### config.mk
export PLATFORM = sky130hd
export DESIGN_NAME = branch_predictor_f_flat
export DESIGN_NICKNAME = d
export VERILOG_FILES = /design/src/rtl/branch_predictor_f_if.sv /design/src/rtl/branch_predictor_f.sv /design/src/flat_wrapper.sv
export SDC_FILE = /design/constraint.sdc
export NUM_CORES = 1
export LEC_CHECK = 0
export ABC_AREA = 1
export ABC_CLOCK_PERIOD_IN_PS = 5450
export BUFFER_PORTS_ARGS = -buffer_cell sky130_fd_sc_hd__buf_2
export CAP_MARGIN = 25
export CORE_ASPECT_RATIO = 1.75
export CORE_UTILIZATION = 60
export CTS_BUF_LIST = sky130_fd_sc_hd__clkbuf_8
export DETAILED_ROUTE_END_ITERATION = 10
export PLACE_DENSITY = 0.8
export SLEW_MARGIN = 20
export SYNTH_ARGS = -nofsm -noshare
export SYNTH_HDL_FRONTEND = slang
export SYNTH_SLANG_ARGS = --single-unit
### constraint.sdc
create_clock -name iClk -period 5.45 [get_ports iClk]
set_clock_uncertainty 0.1 [all_clocks]
set_input_delay 0.2725 -clock iClk [delete_from_list [all_inputs] [get_ports iClk]]
set_output_delay 0.2725 -clock iClk [all_outputs]
set_load 0.1 [all_outputs]
### src/rtl/branch_predictor_f_if.sv
// Fetch/decode signal bundle for the branch-direction predictor.
interface branch_predictor_f_if #(
    parameter int unsigned STAT_W = 32
);
    logic [31:0]       iPCF;
    logic              iIsBranchF;
    logic              iStallD;
    logic              iFlushD;
    logic              iBranchD;
    logic              iPCSrcD;
    logic              oTakeJBF;
    logic              oTakeJBD;
    logic [STAT_W-1:0] oBranchCount;
    logic [STAT_W-1:0] oMispredictCount;

    modport master (
        output iPCF, iIsBranchF, iStallD, iFlushD, iBranchD, iPCSrcD,
        input  oTakeJBF, oTakeJBD, oBranchCount, oMispredictCount
    );

    modport slave (
        input  iPCF, iIsBranchF, iStallD, iFlushD, iBranchD, iPCSrcD,
        output oTakeJBF, oTakeJBD, oBranchCount, oMispredictCount
    );
endinterface

### src/rtl/branch_predictor_f.sv
// Fetch-stage 2-bit saturating-counter branch predictor, trained from the
// decode-stage resolution of the branch carried across the F/D boundary.
module branch_predictor_f #(
    parameter int unsigned INDEX_BITS = 6,
    parameter logic [1:0]  CNT_INIT   = 2'b01,
    parameter int unsigned STAT_W     = 32
) (
    input logic           iClk,
    input logic           iRstN,
    branch_predictor_f_if.slave bus
);
    localparam int unsigned ENTRIES = 1 << INDEX_BITS;

    logic [1:0]            table_q [ENTRIES];
    logic [1:0]            table_d [ENTRIES];
    logic                  fd_take_q,  fd_take_d;
    logic                  fd_valid_q, fd_valid_d;
    logic [INDEX_BITS-1:0] fd_idx_q,   fd_idx_d;
    logic [STAT_W-1:0]     branch_cnt_q, branch_cnt_d;
    logic [STAT_W-1:0]     mispred_cnt_q, mispred_cnt_d;

    logic [INDEX_BITS-1:0] idx_f;
    logic                  take_f;
    logic                  train;
    logic                  actual;
    logic [1:0]            cnt_cur;
    logic [1:0]            cnt_nxt;
    logic                  unused_pc;

    // Word-aligned PC bits select the counter; the rest are ignored.
    assign idx_f     = bus.iPCF[INDEX_BITS+1:2];
    assign unused_pc = ^{bus.iPCF[31:INDEX_BITS+2], bus.iPCF[1:0]};
    assign take_f    = bus.iIsBranchF & table_q[idx_f][1];

    assign bus.oTakeJBF         = take_f;
    assign bus.oTakeJBD         = fd_take_q;
    assign bus.oBranchCount     = branch_cnt_q;
    assign bus.oMispredictCount = mispred_cnt_q;

    // Training uses current D contents, so a concurrent flush does not cancel it.
    assign train   = fd_valid_q & bus.iBranchD & ~bus.iStallD;
    assign actual  = fd_take_q ^ bus.iPCSrcD;
    assign cnt_cur = table_q[fd_idx_q];

    always_comb begin
        cnt_nxt = cnt_cur;
        if (actual) begin
            if (cnt_cur != 2'b11) cnt_nxt = cnt_cur + 2'd1;
        end else begin
            if (cnt_cur != 2'b00) cnt_nxt = cnt_cur - 2'd1;
        end
    end

    always_comb begin
        table_d       = table_q;
        fd_take_d     = fd_take_q;
        fd_valid_d    = fd_valid_q;
        fd_idx_d      = fd_idx_q;
        branch_cnt_d  = branch_cnt_q;
        mispred_cnt_d = mispred_cnt_q;

        if (train) begin
            table_d[fd_idx_q] = cnt_nxt;
            if (branch_cnt_q != '1) branch_cnt_d = branch_cnt_q + STAT_W'(1);
            if (bus.iPCSrcD && (mispred_cnt_q != '1)) mispred_cnt_d = mispred_cnt_q + STAT_W'(1);
        end

        if (bus.iFlushD) begin
            fd_take_d  = 1'b0;
            fd_valid_d = 1'b0;
            fd_idx_d   = '0;
        end else if (!bus.iStallD) begin
            fd_take_d  = take_f;
            fd_valid_d = 1'b1;
            fd_idx_d   = idx_f;
        end
    end

    always_ff @(posedge iClk or negedge iRstN) begin
        if (!iRstN) begin
            for (int unsigned i = 0; i < ENTRIES; i++) table_q[i] <= CNT_INIT;
            fd_take_q     <= 1'b0;
            fd_valid_q    <= 1'b0;
            fd_idx_q      <= '0;
            branch_cnt_q  <= '0;
            mispred_cnt_q <= '0;
        end else begin
            table_q       <= table_d;
            fd_take_q     <= fd_take_d;
            fd_valid_q    <= fd_valid_d;
            fd_idx_q      <= fd_idx_d;
            branch_cnt_q  <= branch_cnt_d;
            mispred_cnt_q <= mispred_cnt_d;
        end
    end
endmodule
### src/flat_wrapper.sv
// flat-port wrapper written by rule: the top's interface ports become plain ports
module branch_predictor_f_flat 
#(
    parameter int unsigned INDEX_BITS = 6,
    parameter logic [1:0]  CNT_INIT   = 2'b01,
    parameter int unsigned STAT_W     = 32
)
  (iClk, iRstN, bus_iPCF, bus_iIsBranchF, bus_iStallD, bus_iFlushD, bus_iBranchD, bus_iPCSrcD, bus_oTakeJBF, bus_oTakeJBD, bus_oBranchCount, bus_oMispredictCount);
  branch_predictor_f_if #(.STAT_W(STAT_W)) bus_i ();
  input logic iClk;
  input logic iRstN;
  input wire logic [$bits(bus_i.iPCF)-1:0] bus_iPCF;
  input wire logic [$bits(bus_i.iIsBranchF)-1:0] bus_iIsBranchF;
  input wire logic [$bits(bus_i.iStallD)-1:0] bus_iStallD;
  input wire logic [$bits(bus_i.iFlushD)-1:0] bus_iFlushD;
  input wire logic [$bits(bus_i.iBranchD)-1:0] bus_iBranchD;
  input wire logic [$bits(bus_i.iPCSrcD)-1:0] bus_iPCSrcD;
  output wire logic [$bits(bus_i.oTakeJBF)-1:0] bus_oTakeJBF;
  output wire logic [$bits(bus_i.oTakeJBD)-1:0] bus_oTakeJBD;
  output wire logic [$bits(bus_i.oBranchCount)-1:0] bus_oBranchCount;
  output wire logic [$bits(bus_i.oMispredictCount)-1:0] bus_oMispredictCount;
  assign bus_i.iPCF = bus_iPCF;
  assign bus_i.iIsBranchF = bus_iIsBranchF;
  assign bus_i.iStallD = bus_iStallD;
  assign bus_i.iFlushD = bus_iFlushD;
  assign bus_i.iBranchD = bus_iBranchD;
  assign bus_i.iPCSrcD = bus_iPCSrcD;
  assign bus_oTakeJBF = bus_i.oTakeJBF;
  assign bus_oTakeJBD = bus_i.oTakeJBD;
  assign bus_oBranchCount = bus_i.oBranchCount;
  assign bus_oMispredictCount = bus_i.oMispredictCount;
  branch_predictor_f #(.INDEX_BITS(INDEX_BITS), .CNT_INIT(CNT_INIT), .STAT_W(STAT_W)) u_core (.iClk(iClk), .iRstN(iRstN), .bus(bus_i));
endmodule
Word level (Yosys, flattened, before mapping)

Index checks and enable logic that the tools add are counted.

Register bits after elaboration: 200
Input port bits: 39
Output and inout bits: 66

$add $sub $neg: 4
Order comparisons: 3
Equal/unequal tests: 4
Mux-type cells: 18
Bitwise operators: 7
Reduce and logical (&&, ||, !) cells: 5

Operators with widths:

| kind                                                                  | number |
|---|---|
| 128-bit bitwise mux                                                   | 1 |
| 32-bit by 1-bit adder with 32-bit output (second input constant)      | 2 |
| 32-bit != test (second input constant)                                | 2 |
| 2-bit binary-select mux with 6-bit select                             | 2 |
| 2-bit two-way mux                                                     | 8 |
| 7-bit >= comparator (second input constant)                           | 2 |
| 6-bit NOT with 7-bit output                                           | 2 |
| 2-bit demux with 6-bit select                                         | 1 |
| 6-bit two-way mux                                                     | 2 |
| 7-bit by 1-bit < comparator with 1-bit output (second input constant) | 1 |
| 1-bit two-way mux                                                     | 4 |
| 2-bit AND reduction                                                   | 2 |
| 1-bit bitwise AND                                                     | 3 |
| 2-bit by 1-bit adder with 2-bit output (second input constant)        | 1 |
| 1-bit logical AND                                                     | 2 |
| 2-bit by 1-bit != test with 1-bit output (second input constant)      | 1 |
| 2-bit != test (second input constant)                                 | 1 |
| 2-bit nonzero test                                                    | 1 |
| 2-bit by 1-bit subtractor with 2-bit output (second input constant)   | 1 |
| 1-bit NOT                                                             | 1 |
| 1-bit bitwise XOR                                                     | 1 |

Logic depth before layout (Yosys ltp)

Gate-level depths: netlist of the first run.

Word-level depth: 8
Depth in mapped cells: 15
Mapped depth without buffers: 12

Worst setup path after synthesis of the first run

OpenSTA, ideal clock, no wires.

Path kind: register to register
From: reg u_core.mispred_cnt_q[1] (netlist: u_core.bus.oMispredictCount[1])
To: reg u_core.mispred_cnt_q[18] (netlist: u_core.bus.oMispredictCount[18])
Setup time: 0.069 ns
Arrival: 2.504 ns
Setup slack: 2.776 ns
Stages on the path, launching flop included: 12
Path buffers: 2
Clock period less this slack: 2.674 ns
Path through: dfrtp_1 > ha_1 > nand4_2 > nor2_2 > inv_1 > nor2_1 > nand4_1 > nand3_1 > buf_4 > buf_4 > o21ai_0 > nand2_1

Longest elaborated chain between the ends: 3
Elaborated cells between the ends (all ways): 4
Classes of those cells: add/sub (1); eq/ne (1); reduce/logical (2)

Ends and longest elaborated chain:

| element                                                                                          | RTL line                 | RTL |
|---|---|---|
| from (decl)                                                                                      | branch_predictor_f.sv:20 | `logic [STAT_W-1:0] mispred_cnt_q, mispred_cnt_d;` |
| from (signal assigned)                                                                           | branch_predictor_f.sv:93 | `mispred_cnt_q <= mispred_cnt_d;` |
| parallel branches: the longest is 3 deep, another holds 32-bit by 1-bit adder with 32-bit output | -                        |  |

Parallel ways; which one is timed is not known.
A chain may end at the register's enable or synchronous reset.

Worst setup path after layout of the first run

From: reg u_core.fd_idx_q[0]
To: reg u_core.table_q[39] (netlist bit)

Longest elaborated chain between the ends: 8
Elaborated cells between the ends (all ways): 17
Classes of those cells: add/sub (2); order compare (2); eq/ne (1); mux (9); bitwise (1); reduce/logical (2)

Ends and longest elaborated chain:

| element                                                             | RTL line                                           | RTL |
|---|---|---|
| from (decl)                                                         | branch_predictor_f.sv:18                           | `logic [INDEX_BITS-1:0] fd_idx_q, fd_idx_d;` |
| from (signal assigned)                                              | branch_predictor_f.sv:91                           | `fd_idx_q <= fd_idx_d;` |
| 6-bit NOT with 7-bit output (not written as such) *                 | branch_predictor_f.sv:43, branch_predictor_f.sv:63 |  |
| 2-bit binary-select mux with 6-bit select                           | branch_predictor_f.sv:43                           | `assign cnt_cur = table_q[fd_idx_q];` |
| 2-bit two-way mux (not written as such) (2 in series)               | branch_predictor_f.sv:43                           |  |
| 2-bit by 1-bit subtractor with 2-bit output (tied with other cells) | branch_predictor_f.sv:50                           | `if (cnt_cur != 2'b00) cnt_nxt = cnt_cur - 2'd1;` |
| 2-bit two-way mux, on equally long branches                         | branch_predictor_f.sv:50, branch_predictor_f.sv:48 |  |
| 2-bit two-way mux                                                   | branch_predictor_f.sv:47                           | `if (actual) begin` |
| 128-bit bitwise mux *                                               | branch_predictor_f.sv:63                           | `table_d[fd_idx_q] = cnt_nxt;` |
| to (signal assigned)                                                | branch_predictor_f.sv:88                           | `table_q <= table_d;` |
| to (decl)                                                           | branch_predictor_f.sv:14                           | `logic [1:0] table_q [ENTRIES];` |

Every way passes the cells marked *; elsewhere a longest branch is shown, timed or not. The select of a mux whose other input is x is not followed.

==> out/metrics.cfg, run 1 <==
[status]
status=finished clean

[logic_synthesis]
synth.top_cell.area_share=0.284
synth_top_cells_by_area=dfrtp_1, nand2_1, dfstp_2, nand3_1, inv_1
synthesis.nets=1783
syn_area_per_cell_sq_um=6.89
syn_area_sq_um=12000
synth_top_area_cell=dfrtp_1
yosysWarnings=0
yosys_register_bits=200
yosysUniqueCellTypes=35
synth_seq_area_share=0.424
synthCells=1742

[clock_tree]
cts_buffers=17
cts-resized-gates=0
clock_path_buffers=2
cts-root-buf=clkbuf_8
insertion_delay_ns=0.50
clkSlewWorstSetupHoldPaths_ns=0.11
htreeDepth=4
post_cts_buffers=0
cts_tree=yes
cts.sinks=200
postCtsHoldBufs=5

[place]
gp_congestion=0.931
hpwlAfterDp_um=22500
io_buffers=78

[finish]
fillCellCount=1795
nNetsFinal=1828
num_antenna_cells=0
mostFrequentLayoutCells=nand2_1, nand3_1, inv_1
utilization=0.650
drive_gt1_frac=0.109
final_common_cell=nand2_1
syn_to_final_growth_pct=6.50
ff_latch_area_sq_um=5090
multiInputGateArea_sq_um=5640

[job]
cap_violations=0

[timing]
fin_setup_tns_ns=0
maxSlewHeadroom=0.461
setup_viol_count_final=0
finalHoldViolations=0
grt_setup_unrepaired=no
slew_violations=0
fmax_mhz=251
fin_crit_ns=3.99
tightest_slew_ns=0.808
fin_crit_sh=0.732

[route]
antenna_left=0
routed_wirelength_um=33800
drc=0
drt-initial-drc-count=936
avgViaCountPerCell=5.65
via_count=11600
route.detailed.wl_per_inst_um=16.5
drt_pass1_iterations=6

[global_route]
grt_pass1_vias=11200
gr-total-overflow=0
grt_antenna_before_repair=0
grt_max_degree=130
gr-usage-all-layers=0.346
grt_pass1_wl_um=54600

[die]
start_util=0.610
die_area_sq_um=20600
rows=68
fp.dieH_um=189
fp.coreArea_sq_um=19700
num_io_pins=105
die_w_um=109

[critical_path]
required_ns=5.74
endpoint_kind=flip-flop
cp_max_fo=62
crit_arrival_ns=4.28
worst-setup-path-type=flip-flop to flip-flop
startpoint_type=flip-flop

[power_and_ir_drop]
peakVddDrop_mv=0.472
powerDensity_nw_per_um2=275
p_leak_uw=0.00616

[hold_path]
hold_class=input port to flip-flop

-- report_power, final --
part / switching, uW / leakage, uW / internal, uW / total [uW]
clock network: 554 / 0.000184 / 367 / 921
registers: 88.1 / 0.00249 / 1580 / 1660
logic: 769 / 0.00349 / 164 / 933
total: 1410 / 0.00616 / 2110 / 3520
-- final timing paths --
kind	start	endpoint	slack, ns	cells after the start
setup / recovery	u_core.fd_idx_q[0]	u_core.table_q[39]	1.46	11
hold / removal	bus_iPCF[6]	u_core.fd_idx_q[4]	0.04	3
setup reg to reg	u_core.fd_idx_q[0]	u_core.table_q[39]	1.46	11
hold reg to reg	u_core.table_q[38]	u_core.table_q[38]	0.37	2
max in group asynchronous	iRstN	u_core.bus.oMispredictCount[14]	3.88	3
min in group asynchronous	iRstN	u_core.table_q[43]	0.23	2
-- metrics by stage --
stage	total power (uW)	setup WS [ns]	instance area, sq um	std cells	hold slack (ns)
6_report	3520	1.46	12800	2045	0.0403
5_1_grt	3660	1.24	12800	2045	0.0548
4_1_cts	3520	1.58	12800	2044	0.0215
3_5_place_dp	2610	1.62	12400	2007	0.224
3_3_place_gp	2600	1.67	12400	2007	0.221
2_1_floorplan	2430	2.78	12000	1742	-0.123
-- final cells by class --
cell class                      instances  area share
Timing Repair Buffer                   91      0.0411
Clock inverter                         14     0.00881
Multi-Input combinational cell       1248       0.441
Sequential cell                       200       0.398
Tap cell                              245      0.0240
Clock buffer                           18      0.0194
Inverter                              229      0.0673
-- sequential cells by signal (all words and copies together) (netlist names) --
name,cells
u_core.bus.oMispredictCount,32
u_core.table_q,128
u_core.bus.oBranchCount,32
u_core.fd_valid_q,1
u_core.bus.oTakeJBD,1
u_core.fd_idx_q,6
-- cells by family after synthesis --
kind of cell,share of synthesized area
AO/OA/AOI/OAI,0.0325
XOR/XNOR,0.0394
adder cells (fa/ha/maj),0.00209
buffers and inverters,0.107
flip-flops,0.424
AND/OR/NAND/NOR,0.395
-- routing by layer --
layer | vias up | global-route usage | part of all wire
met5 | - | 0 | 0
met4 | 0 | 0.240 | 0.070
met3 | 170 | 0.0585 | 0.065
met2 | 486 | 0.588 | 0.50
met1 | 5392 | 0.385 | 0.37
li1 | 5502 | - | -
-- synth_stat cells --
cell type	count
nor4_1	7
xor2_1	37
nand3_2	1
inv_2	5
nand3_1	232
nor3_1	42
or2_2	1
nand4_1	19
nor3b_1	1
nor2_2	2
nor2_4	2
nand4_2	1
nor2_1	181
clkinv_1	10
and2_1	2
a21oi_1	1
dfstp_2	64
buf_6	14
xnor2_1	17
buf_2	19
o211ai_1	15
dfrtp_1	136
o21ai_0	28
o21ai_1	19
nand2_4	2
nand2_2	2
ha_1	2
inv_1	214
clkbuf_1	19
or2_1	14
nand2_1	609
or2_0	1
nand3b_1	4
buf_4	13
o22ai_1	6
-- critical path, cell delays in order, from the launching register on --
cell and delay (ns):
dfrtp_2 0.87, inv_2 0.49, or2_0 0.33, nand2_1 0.07, nand2_1 0.05, o21ai_1 0.21
nand2_1 0.09, nor2_1 0.24, nand3_4 0.63, buf_4 0.53, nand3_1 0.15, nand2_1 0.08
Power figures use the tool's default switching activity.
==> inputs of run 2 (changes only) <==
Settings changed: ABC_CLOCK_PERIOD_IN_PS 5450 to 3400, CORE_UTILIZATION 60 to 56, PLACE_DENSITY 0.8 to 0.79.
Clock period 5.45 ns to 3.4 ns, I/O delays scaled along.
==> run 2 against run 1 <==
  * Register-to-register slack worse by 0.93 ns
  * Core utilization down 2.7 points
  * Via count down 1.1%
  * Maximum frequency up 39%
  * Final cell count up 1.2%
  * Flip-flop and latch count unchanged
  * Worst hold slack better by 0.097 ns
  * Critical path type unchanged
  * Critical endpoint is now u_core.table_q[105]
  * Largest cell class unchanged
  * Largest power group unchanged
  * Highest routed layer unchanged
==> out/metrics.cfg, run 2 (synthesis gave the netlist of run 1 again) <==
[status]
status=finished clean

[job]
cap_violations=0

[critical_path]
cp_max_fo=35
crit_top_cell=nand2_1
crit_arrival_ns=3.15
startpoint_type=flip-flop
required_ns=3.68
worst-setup-path-type=flip-flop to flip-flop
r2r_start=u_core.fd_idx_q[0]
worstRegToRegCells=13
reg2reg_to=u_core.table_q[105]
slowest_stage=inv_2
r2r_slack_ns=0.54
max_stage_delay_ns=0.53
endpoint_kind=flip-flop
cp_cell_sequence=inv_2, nand2_1, nand3_1, nand2_1, o21ai_1, nand2_1, nor2_1, nand2_1, nand2_2, nand2_4, buf_12, nand3_1, nand2_1

[finish]
nNetsFinal=1845
largest_register_ffs=128
final_common_cell=nand2_1
syn_to_final_growth_pct=8.74
top_register=u_core.table_q
drive_gt1_frac=0.116
num_antenna_cells=0
mostFrequentLayoutCells=nand2_1, nand3_1, inv_1

[die]
die_w_um=113
fp.dieH_um=196
rows=70
die_area_sq_um=22000
num_io_pins=105
start_util=0.573
fp.coreArea_sq_um=20900

[timing]
finalHoldViolations=0
fin_crit_sh=0.843
setup_viol_count_final=0
tightest_slew_ns=0.730
fin_crit_ns=2.86
fin_setup_tns_ns=0
grt_setup_unrepaired=no
maxSlewHeadroom=0.513
slew_violations=0
fmax_mhz=349

[place]
hpwlAfterDp_um=23400
io_buffers=78
gp_congestion=1.01

[route]
route.detailed.wl_per_inst_um=16.1
drt_pass1_iterations=6
drt-initial-drc-count=828
avgViaCountPerCell=5.52
routed_wirelength_um=33400
antenna_left=0
via_count=11400
drc=0

[global_route]
grt_max_degree=94
grt_antenna_before_repair=0
gr-total-overflow=0
gr-usage-all-layers=0.316
grt_pass1_wl_um=54200
grt_pass1_vias=11000

[power_and_ir_drop]
p_leak_uw=0.00629
powerDensity_nw_per_um2=451
power_uw=5880
peakVddDrop_mv=0.912

[clock_tree]
clock_path_buffers=2
cts_tree=yes
cts_buffers=17
cts-root-buf=clkbuf_8
cts-resized-gates=0
htreeDepth=4
insertion_delay_ns=0.50
cts.sinks=200
clkSlewWorstSetupHoldPaths_ns=0.11

[hold_path]
hold_class=input port to async pin

run 2: power breakdown:
group / switching, uW / total (uW) / internal (uW)
Sequential: 139 / 2660 / 2530
Combinational: 1240 / 1560 / 312
Clock: 920 / 1660 / 743
run 2: cell type report:
| class | instances | area (sq um) |
|---|---|---|
| fillers | 1965 | 7890 |
| flip-flops and latches | 200 | 5090 |
| clock inverters | 15 | 188 |
| multi-input cells | 1248 | 5640 |
| repair buffers | 108 | 724 |
| inverters | 229 | 860 |
| clock buffers | 17 | 234 |
| well taps | 252 | 315 |
run 2: how the worst max path moves through the flow:
stage / from / to / cells after the start
after floorplan: u_core.bus.oMispredictCount[1] / u_core.bus.oMispredictCount[18] / 11
after global placement: u_core.fd_idx_q[0] / u_core.table_q[79] / 13
after detailed placement: u_core.fd_idx_q[0] / u_core.table_q[1] / 13
after CTS: u_core.fd_idx_q[0] / u_core.table_q[105] / 13
after global routing: u_core.fd_idx_q[0] / u_core.table_q[105] / 14
final: u_core.fd_idx_q[0] / u_core.table_q[105] / 13
run 2: worst max-delay path: cells and delay by family, from the launching register on:
family                 cells  cell delay, ns
AO/OA/AOI/OAI              1            0.27
buffers and inverters      2            0.76
flip-flops                 1            0.44
AND/OR/NAND/NOR           10            1.17
run 2: metrics by stage:
stage / cell area (sq um) / cells / utilization / setup slack [ns] / hold slack (ns)
after floorplan: 12000 / 1742 / - / 0.726 / -0.226
after detailed placement: 12500 / 2027 / 0.598 / 0.601 / 0.152
after global routing: 13000 / 2069 / 0.623 / 0.383 / 0.208
after global placement: 12500 / 2027 / 0.598 / 0.679 / 0.151
after CTS: 13000 / 2069 / 0.623 / 0.586 / 0.183
final: 13000 / 2069 / 0.623 / 0.535 / 0.137
run 2: what timing repair did:
| item | CTS | global route |
|---|---|---|
| buffers inserted | 0 | 0 |
| endpoints found under the setup margin | 0 | 0 |
| endpoints found under the hold margin | 73 | 0 |
| hold buffers | 10 | 0 |
run 2: layer usage:
layer | global-route usage | vias to the layer above | share of wire
li1 | - | 5551 | -
met1 | 0.365 | 5308 | 0.38
met2 | 0.546 | 448 | 0.51
met3 | 0.0391 | 118 | 0.056
met4 | 0.211 | 0 | 0.060
met5 | 0 | - | 0
==> inputs of run 3 (changes only) <==
Settings changed: ABC_CLOCK_PERIOD_IN_PS 3400 to 2750, CORE_UTILIZATION 56 to 60, PLACE_DENSITY 0.79 to 0.8.
Clock period 3.4 ns to 2.75 ns, I/O delays scaled along.
==> run 3 against run 2 <==
  * Worst hold slack worse by 0.097 ns
  * Setup slack worse by 0.41 ns
  * Final cell count is 1.1% higher
  * First-iteration DRC count is 1.8% higher
  * Combinational power is 28% higher
  * Critical path depth stayed put
  * Sequential power is 24% higher
  * Sequential share of layout area is 0.71 points lower
  * Critical path type unchanged
==> out/metrics.cfg, run 3 (synthesis gave the netlist of run 1 again) <==
[critical_path]
reg2reg_to=u_core.table_q[96]
r2r_slack_ns=0.12
required_ns=3.07
path_buf_inv=2
endpoint_kind=flip-flop
cp_top_family=simple AND/OR/NAND/NOR gates
crit_arrival_ns=2.95
cp_cell_sequence=clkbuf_16, or2_1, nand3_1, nand2_1, o21ai_1, nand2_1, nor2_1, nand2_1, nand2_2, nand2_4, buf_12, nand3_1, nand2_1
path_depth=13
cp_max_fo=34
startpoint=u_core.fd_idx_q[0]
worstSetupEndpoint=u_core.table_q[96]
slowest_stage=dfrtp_2
r2r_start=u_core.fd_idx_q[0]
crit_top_cell=nand2_1
worstRegToRegCells=13
max_stage_delay_ns=0.50
worst-setup-path-type=flip-flop to flip-flop
startpoint_type=flip-flop

[place]
hpwlAfterDp_um=24000
gp_congestion=0.980
io_buffers=78

[route]
route.detailed.wl_per_inst_um=16.2
drc=0
drt_pass1_iterations=5
avgViaCountPerCell=5.56
via_count=11600
drt-initial-drc-count=843
routed_wirelength_um=33900
antenna_left=0

[finish]
final_common_cell=nand2_1
syn_to_final_growth_pct=10.8
largest_register_ffs=128
top_register=u_core.table_q
drive_gt1_frac=0.128
mostFrequentLayoutCells=nand2_1, nand3_1, inv_1
fillCellCount=1743
num_antenna_cells=0
utilization=0.676
nNetsFinal=1874

[power_and_ir_drop]
p_leak_uw=0.00644
power.switching_uw=2820
p_seq_frac=0.466
switching_share=0.398
power_uw=7070
clkPwrFrac=0.252
peakVddDrop_mv=0.838
powerDensity_nw_per_um2=532
intPower_uw=4260
p_comb_frac=0.283

[clock_tree]
clock_path_buffers=2
cts_tree=yes
clkSlewWorstSetupHoldPaths_ns=0.10
cts-root-buf=clkbuf_8
insertion_delay_ns=0.50
cts.sinks=200
post_cts_buffers=0
htreeDepth=4
cts_buffers=17

[timing]
finalHoldWorstSlack_ns=0.0395
fin_crit_ns=2.63
finalHoldViolations=0
setup_viol_count_final=0
maxSlewHeadroom=0.584
fin_crit_sh=0.955
fmax_mhz=381
tightest_slew_ns=0.625
slew_violations=0

[die]
num_io_pins=105
die_w_um=109
fp.coreArea_sq_um=19700
start_util=0.610
die_area_sq_um=20600
fp.dieH_um=189
rows=68

[hold_path]
hold_class=input port to flip-flop

[global_route]
grt_antenna_before_repair=0
grt_max_degree=72
gr-total-overflow=0
grt_pass1_vias=11100
gr-usage-all-layers=0.343
grt_pass1_wl_um=54200

[status]
status=finished clean

[job]
cap_violations=0

[run 3: changes by cell type in the layout (fill, tap and decap cells not counted), moves of 3 or more]
cell,previous run,this run
inv_1,214,217
buf_4,14,36
bufinv_16,3,0
buf_12,6,11
[run 3: worst register-to-register path: stages (launching register included)]
cell       delay (ns)
dfrtp_2          0.50
clkbuf_16        0.24
or2_1            0.25
nand3_1          0.07
nand2_1          0.07
o21ai_1          0.21
nand2_1          0.08
nor2_1           0.26
nand2_1          0.11
nand2_2          0.13
nand2_4          0.18
buf_12           0.21
nand3_1          0.08
nand2_1          0.07
[run 3: power by group through the flow]
stage,registers (uW),logic [uW],clock network (uW)
global route,3310,2120,1930
global placement,3330,1950,0
CTS,3290,1990,1820
finish,3290,2000,1780
floorplan,4030,793,0
detailed placement,3340,1970,0
[run 3: layout make-up]
type | instances | area [sq um] | share of cell area
multi-input combinational | 1248 | 5640 | 0.424
sequential | 200 | 5090 | 0.383
timing repair buffer | 137 | 1030 | 0.0775
inverter | 229 | 865 | 0.0651
tap | 245 | 307 | 0.0231
clock buffer | 19 | 262 | 0.0197
clock inverter | 13 | 98.8 | 0.00744
[run 3: worst min path at each step]
stage | cells past startpoint | slack (ns) | to | from
5_1_grt | 3 | 0.04 | u_core.fd_idx_q[0] | bus_iPCF[2]
6_report | 3 | 0.04 | u_core.fd_idx_q[0] | bus_iPCF[2]
4_1_cts | 3 | 0.01 | u_core.fd_idx_q[0] | bus_iPCF[2]
2_1_floorplan | 0 | -0.26 | u_core.bus.oBranchCount[0] | iRstN
3_3_place_gp | 1 | 0.08 | u_core.table_q[43] | iRstN
3_5_place_dp | 1 | 0.09 | u_core.table_q[43] | iRstN
[run 3: per-stage QoR]
stage | instance area [sq um] | setup WS (ns) | TNS [ns] | std cells
floorplan | 12000 | 0.0763 | 0 | 1742
global route | 13300 | -0.0131 | -0.0131 | 2091
CTS | 13300 | 0.0632 | 0 | 2090
detailed placement | 12800 | 0.0850 | 0 | 2046
finish | 13300 | 0.125 | 0 | 2091
global placement | 12800 | 0.156 | 0 | 2046
[run 3: routing by layer]
layer  GRT usage  part of all wire  vias to the layer above
li1            -                 -                     5614
met1       0.391              0.37                     5428
met2       0.579              0.50                      443
met3      0.0492             0.056                      137
met4       0.239             0.068                        0
met5           0                 0                        -
[run 3: repair_timing]
action | CTS | global route
endpoints found under the hold margin | 79 | 0
gates resized for setup | 0 | 4
hold buffers | 12 | 0
endpoints found under the setup margin | 0 | 122
